$ cat src/rtl/week_5_mux_rr_arbiter_if.sv
// Valid/ready bundle for the two-source round-robin arbiter.
// slave = arbiter view, master = environment view.
interface week_5_mux_rr_arbiter_if #(
  parameter int WIDTH = 8,
  parameter int CNT_W = 16
);
  logic             a_valid;
  logic [WIDTH-1:0] a_data;
  logic             a_ready;
  logic             b_valid;
  logic [WIDTH-1:0] b_data;
  logic             b_ready;
  logic             y_valid;
  logic [WIDTH-1:0] y_data;
  logic             y_ready;
  logic             sel;
  logic [CNT_W-1:0] a_count;
  logic [CNT_W-1:0] b_count;

  modport slave (
    input  a_valid, a_data, b_valid, b_data, y_ready,
    output a_ready, b_ready, y_valid, y_data, sel,
    output a_count, b_count
  );

  modport master (
    output a_valid, a_data, b_valid, b_data, y_ready,
    input  a_ready, b_ready, y_valid, y_data, sel,
    input  a_count, b_count
  );
endinterface

$ cat src/rtl/week_5_mux_rr_arbiter.sv
// Two-channel round-robin arbiter with a registered output
// stage and saturating per-channel transfer counters.
module week_5_mux_rr_arbiter #(
  parameter int WIDTH = 8,
  parameter int CNT_W = 16
) (
  input  logic                       clk,
  input  logic                       rst_n,
  week_5_mux_rr_arbiter_if.slave     bus
);

  typedef enum logic {
    EMPTY = 1'b0,
    FULL  = 1'b1
  } state_t;

  state_t           state_q;
  logic             prio_q;
  logic [WIDTH-1:0] data_q;
  logic             sel_q;
  logic [CNT_W-1:0] a_cnt_q, a_cnt_d;
  logic [CNT_W-1:0] b_cnt_q, b_cnt_d;

  logic load_en;
  logic a_rdy, b_rdy;
  logic acc_a, acc_b;

  // Stage can take a word when empty or draining this cycle.
  always_comb begin
    load_en = (state_q == EMPTY) || bus.y_ready;
    a_rdy   = load_en && (!bus.b_valid || !prio_q);
    b_rdy   = load_en && (!bus.a_valid ||  prio_q);
    acc_a   = bus.a_valid && a_rdy;
    acc_b   = bus.b_valid && b_rdy;
  end

  // Saturating counters: hold at all-ones instead of wrapping.
  always_comb begin
    a_cnt_d = a_cnt_q;
    b_cnt_d = b_cnt_q;
    if (acc_a && !(&a_cnt_q)) a_cnt_d = a_cnt_q + CNT_W'(1);
    if (acc_b && !(&b_cnt_q)) b_cnt_d = b_cnt_q + CNT_W'(1);
  end

  // Output register FSM: load granted word, flip priority.
  always_ff @(posedge clk or negedge rst_n) begin
    if (!rst_n) begin
      state_q <= EMPTY;
      prio_q  <= 1'b0;
      data_q  <= '0;
      sel_q   <= 1'b0;
    end else begin
      unique case (1'b1)
        acc_a: begin
          state_q <= FULL;
          data_q  <= bus.a_data;
          sel_q   <= 1'b0;
          prio_q  <= 1'b1;
        end
        acc_b: begin
          state_q <= FULL;
          data_q  <= bus.b_data;
          sel_q   <= 1'b1;
          prio_q  <= 1'b0;
        end
        default: begin
          if (state_q == FULL && bus.y_ready)
            state_q <= EMPTY;
        end
      endcase
    end
  end

  // Transfer counters.
  always_ff @(posedge clk or negedge rst_n) begin
    if (!rst_n) begin
      a_cnt_q <= '0;
      b_cnt_q <= '0;
    end else begin
      a_cnt_q <= a_cnt_d;
      b_cnt_q <= b_cnt_d;
    end
  end

  assign bus.a_ready = a_rdy;
  assign bus.b_ready = b_rdy;
  assign bus.y_valid = (state_q == FULL);
  assign bus.y_data  = data_q;
  assign bus.sel     = sel_q;
  assign bus.a_count = a_cnt_q;
  assign bus.b_count = b_cnt_q;

endmodule

$ cat src/flat_wrapper.sv
// flat-port wrapper written by rule: the top's interface ports become plain ports
module week_5_mux_rr_arbiter_flat 
#(
  parameter int WIDTH = 8,
  parameter int CNT_W = 16
)
  (clk, rst_n, bus_a_valid, bus_a_data, bus_b_valid, bus_b_data, bus_y_ready, bus_a_ready, bus_b_ready, bus_y_valid, bus_y_data, bus_sel, bus_a_count, bus_b_count);
  week_5_mux_rr_arbiter_if #(.WIDTH(WIDTH), .CNT_W(CNT_W)) bus_i ();
  input  logic clk;
  input  logic rst_n;
  input wire logic [$bits(bus_i.a_valid)-1:0] bus_a_valid;
  input wire logic [$bits(bus_i.a_data)-1:0] bus_a_data;
  input wire logic [$bits(bus_i.b_valid)-1:0] bus_b_valid;
  input wire logic [$bits(bus_i.b_data)-1:0] bus_b_data;
  input wire logic [$bits(bus_i.y_ready)-1:0] bus_y_ready;
  output wire logic [$bits(bus_i.a_ready)-1:0] bus_a_ready;
  output wire logic [$bits(bus_i.b_ready)-1:0] bus_b_ready;
  output wire logic [$bits(bus_i.y_valid)-1:0] bus_y_valid;
  output wire logic [$bits(bus_i.y_data)-1:0] bus_y_data;
  output wire logic [$bits(bus_i.sel)-1:0] bus_sel;
  output wire logic [$bits(bus_i.a_count)-1:0] bus_a_count;
  output wire logic [$bits(bus_i.b_count)-1:0] bus_b_count;
  assign bus_i.a_valid = bus_a_valid;
  assign bus_i.a_data = bus_a_data;
  assign bus_i.b_valid = bus_b_valid;
  assign bus_i.b_data = bus_b_data;
  assign bus_i.y_ready = bus_y_ready;
  assign bus_a_ready = bus_i.a_ready;
  assign bus_b_ready = bus_i.b_ready;
  assign bus_y_valid = bus_i.y_valid;
  assign bus_y_data = bus_i.y_data;
  assign bus_sel = bus_i.sel;
  assign bus_a_count = bus_i.a_count;
  assign bus_b_count = bus_i.b_count;
  week_5_mux_rr_arbiter #(.WIDTH(WIDTH), .CNT_W(CNT_W)) u_core (.clk(clk), .rst_n(rst_n), .bus(bus_i));
endmodule
$ cat config.mk
export PLATFORM = sky130hd
export DESIGN_NAME = week_5_mux_rr_arbiter_flat
export DESIGN_NICKNAME = d
export VERILOG_FILES = /design/src/rtl/week_5_mux_rr_arbiter_if.sv /design/src/rtl/week_5_mux_rr_arbiter.sv /design/src/flat_wrapper.sv
export SDC_FILE = /design/constraint.sdc
export NUM_CORES = 1
export LEC_CHECK = 0
export CAP_MARGIN = 20
export CORE_MARGIN = 2
export CORE_UTILIZATION = 35
export CTS_CLUSTER_SIZE = 8
export DETAILED_ROUTE_END_ITERATION = 8
export GPL_TIMING_DRIVEN = 0
export SYNTH_ARGS = -nofsm -noshare
export SYNTH_HDL_FRONTEND = slang
export SYNTH_SLANG_ARGS = --single-unit
$ cat constraint.sdc
create_clock -name clk -period 1.6 [get_ports clk]
set_input_delay 0.4 -clock clk [delete_from_list [all_inputs] [get_ports clk]]
set_output_delay 0.4 -clock clk [all_outputs]
set_load 0.05 [all_outputs]
==> results.sh <==
export IMPL_place_gp_congestion=0.809
export IMPL_synth_ff_latch_count=43
export IMPL_grt_busiest_layer="met2"
export IMPL_setup_viol=1
export IMPL_tritoncts_num_sinks=43
export IMPL_cp_endpoint="bus_b_ready"
export IMPL_rr_endpoint="u_core.bus.b_count[11]"
export IMPL_r2r_start="u_core.bus.y_valid"
export IMPL_violations_in_the_final_reports="setup timing"
export IMPL_dp_cells=337
export IMPL_ctsRootBufferMaster="sky130_fd_sc_hd__clkbuf_8"
export IMPL_clock_latency_ns=0.29
export IMPL_diodes_inserted=0
export IMPL_netlist_area_sq_mm=0.00215
export IMPL_totalNegativeSetupSlack_ns=-0.0517
export IMPL_grt_start_max_net_pins=27
export IMPL_drt_iter0_drcs=85
export IMPL_number_of_cells_traversed_by_the_worst_register_to_register_path=6
export IMPL_synth_seq_area_share_pct=50.1
export IMPL_dpl_wire_length_mm=3.69
export IMPL_route_detailed_drc=0
export IMPL_pint_mw=2.42
export IMPL_utilization_after_layout_pct=59.7
export IMPL_layout_drive_gt1_share_pct=52.9
export IMPL_finalCritPeriodShare_pct=103
export IMPL_grt_first_pass_wirelength_mm=8.45
export IMPL_share_comb_of_total_power_pct=46.1
export IMPL_final_max_slew_violation_count=0
export IMPL_hold_worst_slack_ns=0.0365
export IMPL_cellLeakagePower_nw=1.52
export IMPL_cp_data_required_time_ns=1.20
export IMPL_cts_inserted_buffers=5
export IMPL_avgViaCountPerCell=5.14
export IMPL_drt_antenna_violating_nets=0
export IMPL_cp_max_fo=3
export IMPL_setup_ws_ns=-0.0517
export IMPL_rrSetupSlack_ns=0.01
export IMPL_tritoncts="built"
export IMPL_num_vias=1902
export IMPL_start_kind="flip-flop"
export IMPL_grt_util_met1_pct=20.7
export IMPL_floorplan_die_height_um=82.3
export IMPL_multi_input_logic_area_sq_mm=0.00133
export IMPL_drt_pass1_iter_count=4
export IMPL_pwr_share_clk_pct=15.2
export IMPL_layout_cells_non_filler=370
export IMPL_globalRouteOverflowTotal=0
export IMPL_timing_slew_headroom_pct=68.0
export IMPL_synth_ff_type="sky130_fd_sc_hd__dfrtp_1"
export IMPL_syn_nets=220
export IMPL_floorplan_die_area_sq_mm=0.00677
export IMPL_routed_wire_length_per_instance_um=14.7
export IMPL_clk_pin_slew_ns=0.09
export IMPL_grt_antenna_before_repair=0
export IMPL_layout_common_cells="sky130_fd_sc_hd__dfrtp_2 (33), sky130_fd_sc_hd__clkdlybuf4s15_2 (30), sky130_fd_sc_hd__xor2_1 (24)"
export IMPL_cts_hold_repair_buffers=0
export IMPL_layout_area_overhead_vs_synth_pct=64.6
export IMPL_critPathKind="reg2out"
export IMPL_synthDistinctLibCells=39
export IMPL_ios=65
export IMPL_unrepaired_setup_endpoints_after_global_routing="true"
export IMPL_p_seq_share_pct=38.6
export IMPL_setup_worst_path_end_class="output pin"
export IMPL_final_hold_violation_count=0
export IMPL_power_switching_fraction_pct=45.7
export IMPL_switchingPower_mw=2.03
export IMPL_final_period_minus_worst_setup_slack_ns=1.65
export IMPL_gr_usage_all_layers_pct=16.3
export IMPL_worst_ep_arrival_time_ns=1.25
export IMPL_synth_edff_count=0
export IMPL_nets=317
export IMPL_syn_inst=197
export IMPL_worst_min_delay_path_class="in2async"
export IMPL_startpoint="u_core.bus.y_valid"
export IMPL_postRouteWirelength_mm=5.44
export IMPL_outcome="complete, but fails checks"
export IMPL_timing_fmax_mhz=605
export IMPL_power_per_cell_area_mw_per_mm2=1260
export IMPL_initial_core_utilization_pct=36.2
export IMPL_clock_path_buffers=2
export IMPL_floorplan_rows=28
export IMPL_chipWidth_um=82.3
export IMPL_final_seq_area_sq_mm=0.00112
export IMPL_port_buffers=64
export IMPL_power_ir_vdd_worst_mv=0.826
export IMPL_p_total_mw=4.45
export IMPL_async_reset_ff_share_pct=100
export IMPL_final_setup_skew_ns=0.00987
export IMPL_htree_levels=2
export IMPL_final_fill_count=517
export IMPL_final_common_cell="sky130_fd_sc_hd__dfrtp_2"
export IMPL_grt_use_met3_pct=4.57
export IMPL_grt_use_met2_pct=26.9
export IMPL_tightestPinTransition_ns=0.483
export IMPL_placeableCoreArea_sq_mm=0.00592
export IMPL_syn_avg_cell_area_sq_um=10.9
export IMPL_first_global_vias=1778
export IMPL_synth_warning_count=0
export IMPL_timing_max_cap_violations=0
[registers in the layout (all words and copies together), names as in the netlist]
register,flops
u_core.prio_q,1
u_core.bus.y_data,8
u_core.bus.a_count,16
u_core.bus.y_valid,1
u_core.bus.sel,1
u_core.bus.b_count,16
[how the worst min path moves through the flow]
stage | from | to | slack (ns) | cells past startpoint
global route | rst_n | u_core.bus.a_count[1] | 0.05 | 1
floorplan | rst_n | u_core.bus.a_count[0] | 0.10 | 0
detailed placement | rst_n | u_core.bus.sel | 0.37 | 1
global placement | u_core.bus.sel | u_core.bus.sel | 0.47 | 1
CTS | rst_n | u_core.bus.sel | 0.04 | 1
finish | rst_n | u_core.bus.a_count[0] | 0.04 | 1
[logic make-up (layout without fill, tap and decap cells)]
| logic type | count (synthesis) | in the layout | share of synthesized area, % |
|---|---|---|---|
| fa+ha+maj | 2 | 2 | 1.17 |
| compound gates | 14 | 14 | 3.44 |
| mux | 12 | 12 | 6.01 |
| simple gates | 95 | 95 | 27.7 |
| flops | 43 | 43 | 50.1 |
| buf+inv | 5 | 103 | 0.933 |
| xor+xnor | 26 | 26 | 10.6 |
[metrics by stage]
stage	worst slack [ns]	cell area (sq um)
after floorplan	-0.161	2270
after global placement	-1.28	3000
after detailed placement	-0.918	3020
after CTS	-0.0963	3270
after global routing	-0.0918	3530
final	-0.0517	3530
[cell type report]
type,instances,area share (%)
plain buffers,3,1.13
clock buffers,6,2.05
clock inverters,2,0.354
inverters,2,0.213
multi-input cells,149,37.5
flip-flops and latches,43,31.6
well taps,75,2.66
repair buffers,90,24.4
[power groups by stage]
stage	Combinational, mW	Sequential [mW]	Clock, mW
3_3_place_gp	1.93	1.73	0
3_5_place_dp	1.95	1.73	0
5_1_grt	2.19	1.77	0.756
2_1_floorplan	0.465	2.50	0
4_1_cts	1.90	1.72	0.710
6_report	2.06	1.72	0.679
[repair_timing]
action,4_1_cts,5_1_grt
cloned,0,0
resized for setup,141,49
hold endpoints to repair,0,0
setup buffers,8,17
pin swaps,2,11
endpoints found under the setup margin,77,43
[synth_stat cells (all sizes together) (2+ instances only)]
cell / count / area [sq um]
xor2: 24 / 210
inv: 2 / 7.51
ha: 2 / 25.0
nor3b: 2 / 15.0
a21oi: 3 / 15.0
nand4: 12 / 111
nor4: 10 / 98.8
and2: 3 / 18.8
nor2b: 2 / 12.5
nor3: 14 / 70.1
and4: 2 / 18.8
mux2i: 8 / 80.1
dfrtp: 43 / 1080
clkbuf: 2 / 7.51
o21ai: 9 / 45.0
nand2: 22 / 82.6
xnor2: 2 / 17.5
and3: 6 / 37.5
mux2: 4 / 48.8
nand3: 7 / 40.0
nor2: 9 / 36.3
[routing by layer]
metal  part of all wire (%)  up-vias
met2                     50       49
met4                   0.62        0
li1                       -      907
met3                    5.2        2
met1                     44      944
met5                      0        -
[worst max-delay path, stage by stage, from the launching register on]
cell	delay [ns]
sky130_fd_sc_hd__dfrtp_2	0.37
sky130_fd_sc_hd__or2b_4	0.29
sky130_fd_sc_hd__and2_4	0.16
sky130_fd_sc_hd__buf_8	0.14
Note: power is estimated with default switching activity, not from simulation.
==> patch (config.mk and constraints unchanged) <==
`WIDTH` is set to 8 in 3 places; all go to 6.
--- a/src/rtl/week_5_mux_rr_arbiter_if.sv
+++ b/src/rtl/week_5_mux_rr_arbiter_if.sv
@@ -2,5 +2,5 @@
 // slave = arbiter view, master = environment view.
 interface week_5_mux_rr_arbiter_if #(
-  parameter int WIDTH = 8,
+  parameter int WIDTH = 6,
   parameter int CNT_W = 16
 );
--- a/src/rtl/week_5_mux_rr_arbiter.sv
+++ b/src/rtl/week_5_mux_rr_arbiter.sv
@@ -2,5 +2,5 @@
 // stage and saturating per-channel transfer counters.
 module week_5_mux_rr_arbiter #(
-  parameter int WIDTH = 8,
+  parameter int WIDTH = 6,
   parameter int CNT_W = 16
 ) (
--- a/src/flat_wrapper.sv
+++ b/src/flat_wrapper.sv
@@ -2,5 +2,5 @@
 module week_5_mux_rr_arbiter_flat 
 #(
-  parameter int WIDTH = 8,
+  parameter int WIDTH = 6,
   parameter int CNT_W = 16
 )
Interface: changed (resized bus_a_data, bus_b_data and bus_y_data); port bits go from 65 to 59. The function was not compared with the original's and may differ.
==> patch against the original RTL <==
The run still ends with setup timing left. Routed wire length shrank 14%. Power is 8.6% lower. Critical path type is now input port to primary output. Area after synthesis fell by 5.5%. Combinational power down 18%. Design area shrank 12%. Via count down 10%. Sequential cell count down 2. Setup slack improved by 0.014 ns.
==> patch: results (changes against the original RTL) <==
Final Worst Setup Slack -0.0380 ns (+0.0137 ns); worst hold slack 0.492 ns (+0.456 ns); vias in the first global route 1,543 (-13%); Nets 283 (-11%); RR Endpoint u_core.bus.b_count[1]$_DFFE_PN0P_; Total GRT Usage 15.5% (-0.75 points); failing checks setup timing; number of port buffers 58 (-9.4%); Worst-Margin Slew 0.492 ns (+0.00912 ns); run status complete, but fails checks; DRT iter0 DRCs 41 (-52%); syn nets 206 (-6.4%); Seq/Total Area, Yosys 50.6% (+0.47 points); Synth cell types 36 (-7.7%); largest net degree at the start of global routing 33 (+22%); Placed Area 2840 um^2 (-5.9%); Pleak 1.32 nW (-13%); final setup fails 2 (+1); Slowest cell on crit path or2b_4; GP Congestion 0.838 (+3.7%); DPL Wire Length 3.29 mm (-11%); Avg Cell Area, Syn 10.8 um^2 (-0.49%); largest fanout on the critical path 6 (+3); share of layout cells above drive strength 1 49.8% (-3.1 points); setup TNS -0.0409 ns (+0.0108 ns); grt met1 use 22.2% (+1.5 points); DR WL met3 246 um (-13%); Synth area leaders dfrtp_1 51%, xor2_1 6.9%, nand2_1 4.3%; wl on met1 2.27 mm (-4.7%); met2 wire length 2.10 mm (-24%); clock slew at reported path FFs 0.07 ns (-0.02 ns); dpl cells 318 (-5.6%)
## patch: changes by cell type in the layout (fill, tap and decap cells not counted), moves of 3 or more
cell,change
and4_1,+3
nor4_2,+3
buf_6,-3
xnor2_1,+4
nor4_4,-3
dfrtp_2,-4
mux2_2,+3
nor2_1,-6
buf_4,-8
clkdlybuf4s50_1,-4
xor2_1,-8
clkdlybuf4s15_2,-5
## patch: logic make-up after synthesis
logic type | Yosys count | synth area share (%)
multiplexers | 13 | 6.98
AND/OR/NAND/NOR | 86 | 25.7
XOR/XNOR | 22 | 9.51
AO/OA/AOI/OAI | 17 | 4.51
flip-flops | 41 | 50.6
adder cells (fa/ha/maj) | 2 | 1.23
buffers and inverters | 6 | 1.42
## patch: repair_timing
item	4_1_cts	5_1_grt
buffers inserted	9	1
gates resized for setup	124	42
pin swaps	3	1
setup endpoints to repair	70	40
hold endpoints to repair	9	0
hold buffers	1	0
## patch: worst reg2reg max path, cell delays in order (launching register included)
cell and delay, ns:
dfrtp_2 0.44, ha_4 0.16, and4_4 0.15, and4_1 0.19
buf_6 0.14, nor2_4 0.11, mux2_4 0.31
## patch: power breakdown
part / leakage [nW] / internal [mW] / switching, mW
sequential: 0.474 / 1.27 / 0.270
combinational: 0.787 / 0.587 / 1.09
clock: 0.0585 / 0.509 / 0.345
total: 1.32 / 2.36 / 1.71
## patch: metrics by stage
step	worst slack, ns	utilization, %
after detailed placement	-0.860	51.2
after floorplan	-0.197	-
after CTS	-0.0523	55.6
final	-0.0380	56.4
after global placement	-1.18	50.9
after global routing	-0.101	56.4
## patch: layout make-up
cell class	instances	area [um^2]
fill	514	2420
clock buffer	7	86.3
buffer	4	38.8
clock inverter	1	30.0
sequential	41	1060
timing repair buffer	70	641
tap	72	90.1
multi-input combinational	140	1170
inverter	2	7.51
